==> src/rtl/ls_pkg.sv <==
// Shared types and constants for the load/store unit.
package ls_pkg;

  // Transaction sequencer states.
  typedef enum logic [2:0] {
    IDLE = 3'd0,
    REQ  = 3'd1,
    WB   = 3'd2,
    INC  = 3'd3,
    DONE = 3'd4
  } ls_state_t;

  // r15 holds the memory address and is the post-increment target.
  localparam logic [3:0] RF_DST_IDX = 4'hF;

  // Default ack wait limit in REQ cycles; 0 disables the abort.
  localparam int DEF_TIMEOUT = 16;
  localparam int DEF_CW      = 5;

endpackage

==> src/rtl/ls_unit.sv <==
// Load/store unit: a req/ack memory sequencer that writes load data back into
// the register file and holds busy so the controller stalls the PC.
//
// Optional build macro LSU_POSTINC_EN: after every successful load or store,
// an extra INC state writes r15 = latched address + 1 (mod 256).
//
// state | meaning
// IDLE  | waiting for start; all transaction outputs low
// REQ   | mem_req held, waiting for mem_ack or timeout
// WB    | single-cycle register-file write of load data
// INC   | single-cycle r15 post-increment write (LSU_POSTINC_EN only)
// DONE  | single-cycle done pulse (err set on timeout abort)
//
// Every output is a flop written at the same edge as the state it belongs to,
// so nothing combinational runs from an input to an output.
module ls_unit
  import ls_pkg::*;
#(
  parameter int TIMEOUT = DEF_TIMEOUT,
  parameter int CW      = DEF_CW
) (
  input  logic       CLK,
  input  logic       RST_N,
  input  logic       start,
  input  logic       is_store,
  input  logic [3:0] reg_sel,
  input  logic [7:0] rf_data,
  input  logic [7:0] rf_dst,
  output logic       mem_req,
  output logic       mem_we,
  output logic [7:0] mem_addr,
  output logic [7:0] mem_wdata,
  input  logic       mem_ack,
  input  logic [7:0] mem_rdata,
  output logic       rf_write,
  output logic [3:0] rf_reg,
  output logic [7:0] rf_wdata,
  output logic       busy,
  output logic       done,
  output logic       err
);

  // Last counter value allowed in REQ before aborting (unused when TIMEOUT=0).
  localparam int             TO_LIM = (TIMEOUT == 0) ? 0 : TIMEOUT - 1;
  localparam logic [CW-1:0]  TO_M1  = CW'(TO_LIM);
  localparam bit             TO_EN  = (TIMEOUT != 0);

  ls_state_t     r_state;
  logic [CW-1:0] r_cnt;
  logic [3:0]    r_reg;
  logic [7:0]    r_addr;
  logic [7:0]    r_wdata;
  logic          r_mem_req;
  logic          r_mem_we;
  logic          r_rf_write;
  logic [3:0]    r_rf_reg;
  logic [7:0]    r_rf_wdata;
  logic          r_busy;
  logic          r_done;
  logic          r_err;

  // Sequencer: state, latched operands, wait counter and registered outputs.
  always_ff @(posedge CLK) begin
    if (!RST_N) begin
      r_state    <= IDLE;
      r_cnt      <= '0;
      r_reg      <= '0;
      r_addr     <= '0;
      r_wdata    <= '0;
      r_mem_req  <= 1'b0;
      r_mem_we   <= 1'b0;
      r_rf_write <= 1'b0;
      r_rf_reg   <= '0;
      r_rf_wdata <= '0;
      r_busy     <= 1'b0;
      r_done     <= 1'b0;
      r_err      <= 1'b0;
    end else begin
      // Pulse-type outputs default low; rf_reg/rf_wdata are zero unless writing.
      r_rf_write <= 1'b0;
      r_rf_reg   <= '0;
      r_rf_wdata <= '0;
      r_done     <= 1'b0;
      r_err      <= 1'b0;

      case (r_state)
        IDLE: begin
          if (start) begin
            r_reg     <= reg_sel;
            r_addr    <= rf_dst;
            r_wdata   <= rf_data;
            r_cnt     <= '0;
            r_mem_req <= 1'b1;
            r_mem_we  <= is_store;
            r_busy    <= 1'b1;
            r_state   <= REQ;
          end
        end

        REQ: begin
          if (mem_ack) begin
            r_mem_req <= 1'b0;
            r_mem_we  <= 1'b0;
            if (r_mem_we) begin
`ifdef LSU_POSTINC_EN
              r_rf_write <= 1'b1;
              r_rf_reg   <= RF_DST_IDX;
              r_rf_wdata <= r_addr + 8'd1;
              r_state    <= INC;
`else
              r_done     <= 1'b1;
              r_state    <= DONE;
`endif
            end else begin
              r_rf_write <= 1'b1;
              r_rf_reg   <= r_reg;
              r_rf_wdata <= mem_rdata;
              r_state    <= WB;
            end
          end else if (TO_EN && (r_cnt == TO_M1)) begin
            // Abort: no writeback and no post-increment.
            r_mem_req <= 1'b0;
            r_mem_we  <= 1'b0;
            r_done    <= 1'b1;
            r_err     <= 1'b1;
            r_state   <= DONE;
          end else begin
            r_cnt <= r_cnt + 1'b1;
          end
        end

        WB: begin
`ifdef LSU_POSTINC_EN
          // Lands after the WB write, so a load into r15 ends at addr+1.
          r_rf_write <= 1'b1;
          r_rf_reg   <= RF_DST_IDX;
          r_rf_wdata <= r_addr + 8'd1;
          r_state    <= INC;
`else
          r_done     <= 1'b1;
          r_state    <= DONE;
`endif
        end

        INC: begin
          r_done  <= 1'b1;
          r_state <= DONE;
        end

        DONE: begin
          // busy is still high here, so a start this cycle is dropped.
          r_busy  <= 1'b0;
          r_state <= IDLE;
        end

        default: begin
          r_mem_req <= 1'b0;
          r_mem_we  <= 1'b0;
          r_busy    <= 1'b0;
          r_state   <= IDLE;
        end
      endcase
    end
  end

  assign mem_req   = r_mem_req;
  assign mem_we    = r_mem_we;
  assign mem_addr  = r_addr;
  assign mem_wdata = r_wdata;
  assign rf_write  = r_rf_write;
  assign rf_reg    = r_rf_reg;
  assign rf_wdata  = r_rf_wdata;
  assign busy      = r_busy;
  assign done      = r_done;
  assign err       = r_err;

endmodule

==> config.mk <==
export PLATFORM = sky130hd
export DESIGN_NAME = ls_unit
export DESIGN_NICKNAME = d
export VERILOG_FILES = /design/src/rtl/ls_pkg.sv /design/src/rtl/ls_unit.sv
export SDC_FILE = /design/constraint.sdc
export NUM_CORES = 1
export LEC_CHECK = 0
export BUFFER_PORTS_ARGS = -buffer_cell sky130_fd_sc_hd__buf_2
export CAP_MARGIN = 20
export CORE_MARGIN = 3
export CORE_UTILIZATION = 45
export DETAILED_ROUTE_END_ITERATION = 10
export PLACE_DENSITY = 0.75
export SYNTH_ARGS = -nofsm -noshare
export SYNTH_HDL_FRONTEND = slang
export SYNTH_SLANG_ARGS = --single-unit
==> constraint.sdc <==
create_clock -name CLK -period 4.2 [get_ports CLK]
set_clock_uncertainty 0.1 [all_clocks]
set_input_delay 0.42 -clock CLK [delete_from_list [all_inputs] [get_ports CLK]]
set_output_delay 0.42 -clock CLK [all_outputs]
set_load 0.02 [all_outputs]
==> reports/metrics.yaml <==
hold_path:
  min_from: "mem_rdata[0]"
  hold_depth: 2
  hold_path.class: "in -> reg"
  whs_endpoint: "rf_wdata[0]$_SDFF_PP0_"
cells_and_area:
  fillerInstances: 314
  final_util: 0.618
  antenna_cells: 0
  fin_area_um2: 2160
  drive_gt1_frac: 0.320
  area_growth_pct: 26.5
  layout.nets: 285
timing:
  rsz0062_at_grt: "no"
  max-slew-margin-rel: 0.543
  tightest_slew_ns: 0.684
  finalCritPeriodShare: 0.448
  maxSlewViolCount: 0
  setup_viol: 0
  hold_ws_ns: 0.232
  min_period_ns: 1.88
  fin_tns_setup_ns: 0
  finalHoldViolCount: 0
  fmax_ghz: 0.531
placement:
  gp_congestion: 0.748
  placed_area_um2: 2040
  dp_hpwl_um: 2450
  portBuffers: 66
global_routing:
  grt_max_degree: 25
  grt_pass1_wl_um: 5840
  grt_pass1_vias: 1328
  overflow: 0
  grt.total_usage: 0.170
  antenna_found_initial: 0
detailed_routing:
  drc: 0
  via_count: 1427
  avgViaCountPerCell: 4.82
  finalWirelength_um: 3510
  drt-initial-drc-count: 81
  drtPass1Iterations: 4
  drt-wirelength-per-cell_um: 11.9
  antenna_left: 0
power:
  clkPwrFrac: 0.350
  power.density_nw_per_um2: 413
  p_sw_frac: 0.240
  p_seq_frac: 0.525
  p_comb_frac: 0.125
  power_leakage_nw: 1.00
  power.switching_mw: 0.214
  ir_drop_mv: 0.223
  p_int_mw: 0.679
die:
  rows: 21
  die_area_um2: 4570
  start_util: 0.489
  pin_count: 67
  die_h_um: 67.6
  die_w_um: 67.6
  core_area_um2: 3490
synthesis:
  synth_top_area_cell: "dfxtp_1"
  synthesis.nets: 224
  async_reset_ff_frac: 0
  synth_area_leaders: "dfxtp_1 54%, nand2_1 10%, a21oi_1 7.0%"
  avgSynthCellArea_um2: 9.08
  synth_cells: 188
  synth_area_um2: 1710
  ys.flop_type: "dfxtp_1"
  synth_top_area_frac: 0.539
  ys_ff_latch: 46
  ys_seq_area_frac: 0.539
  yosys_warnings: 0
  synth_edf_count: 0
  synth_cell_types: 31
clock_tree:
  cts_tree: "yes"
  clock-root-buffer: "clkbuf_8"
  cts-resized-gates: 0
  cts_max_level: 2
  cts.sinks: 46
  cts_hold_buf: 0
  clk_latency_ns: 0.28
  postCtsSetupBuffers: 0
  numCtsBuffers: 5
  clk_pin_slew_ns: 0.08
  cts_buffer_depth: 2
job:
  maxCapViolCount: 0
setup_path:
  cp.arrival_ns: 2.01
  path_max_fanout: 13
  critPathCaptureType: "flop"
  r2r_slack_ns: 2.32
  r2r-start: "r_state[0]$_SDFFE_PN0P_"
  criticalPathCategory: "reg -> reg"
  crit_path_start_kind: "flop"
  r2r_end: "rf_wdata[7]$_SDFF_PP0_"
  worst-r2r-cell-count: 3
  required_ns: 4.33
outcome:
  status: "complete, no violations"
-- synthesized netlist by cell type, drive strengths merged, types with 2 or more instances --
cell and count:
a21oi 24, and2 12, and3 2, buf 6, clkbuf 7, dfxtp 46, ha 3, inv 2
mux2 2, mux2i 2, nand2 46, nand2b 4, nand3 4, nand4 2, nor2 4, nor2b 2
nor3 3, nor3b 4, o22ai 2, or3 2
-- per-layer routing --
metal,vias to the layer above,track usage,share of wire
li1,745,-,-
met1,633,0.200,0.41
met2,47,0.279,0.49
met3,2,0.0632,0.087
met4,0,0.0608,0.0085
met5,-,0,0
-- power groups by stage --
stage                     sequential (mW)  combinational, mW  clock, mW
after floorplan                     0.494             0.0575          0
after detailed placement            0.479              0.110          0
after global placement              0.479              0.108          0
after global routing                0.473              0.125      0.341
final                               0.469              0.112      0.313
after CTS                           0.469              0.110      0.326
-- layout by cell type (no fill, tap or decap), types with 2 or more instances in the layout --
master | Yosys | routed
a21oi_1 | 24 | 24
and2_1 | 12 | 12
and3_1 | 2 | 2
buf_2 | 4 | 66
clkbuf_8 | 0 | 5
dfxtp_1 | 46 | 46
ha_1 | 3 | 3
inv_1 | 2 | 2
mux2_2 | 2 | 2
mux2i_1 | 2 | 2
nand2_1 | 46 | 46
nand2b_1 | 4 | 4
nand3_1 | 4 | 4
nand4_1 | 2 | 2
nor2_1 | 4 | 4
nor2b_1 | 2 | 2
nor3_1 | 2 | 2
nor3b_1 | 4 | 4
o22ai_1 | 2 | 2
or3_1 | 2 | 2
-- how the worst max path moves through the flow --
stage,start,end,slack (ns)
after floorplan,r_state[0]$_SDFFE_PN0P_,mem_we$_SDFFE_PN0P_,2.55
after global placement,r_state[0]$_SDFFE_PN0P_,mem_addr[2]$_SDFFE_PN0P_,2.35
after detailed placement,r_state[0]$_SDFFE_PN0P_,mem_wdata[5]$_SDFFE_PN0P_,2.28
after CTS,r_state[0]$_SDFFE_PN0P_,mem_addr[5]$_SDFFE_PN0P_,2.27
after global routing,r_state[0]$_SDFFE_PN0P_,rf_wdata[3]$_SDFF_PP0_,2.12
final,r_state[0]$_SDFFE_PN0P_,rf_wdata[7]$_SDFF_PP0_,2.32
-- area by class of cell --
type	instances	area, um2	share of cell area
inverter	2	7.51	0.00347
clock inverter	2	37.5	0.0174
clock buffer	6	72.6	0.0336
sequential	46	921	0.426
tap	46	57.6	0.0266
multi-input combinational	127	719	0.333
timing repair buffer	67	345	0.160
-- critical path: stages (launching register included) --
cell and delay [ns]:
dfxtp_1 0.58, or3b_1 0.46, nor3_2 0.48, and2_1 0.20
-- cell families (layout without fill, tap and decap cells) --
| family | count (synthesis) | after routing | share of synthesized area |
|---|---|---|---|
| AOI/OAI and AO/OA | 32 | 32 | 0.108 |
| adders and majority gates | 3 | 3 | 0.0220 |
| buffers and inverters | 15 | 77 | 0.0447 |
| DFF | 46 | 46 | 0.539 |
| muxes | 4 | 4 | 0.0249 |
| and+or+nand+nor | 88 | 88 | 0.261 |
-- through the flow --
step	std cells	power, mW	setup WS [ns]
after floorplan	188	0.552	2.55
after global placement	287	0.587	2.35
after detailed placement	287	0.589	2.28
after CTS	295	0.905	2.27
after global routing	296	0.939	2.12
final	296	0.893	2.32
Note: power is estimated with default switching activity, not from simulation.
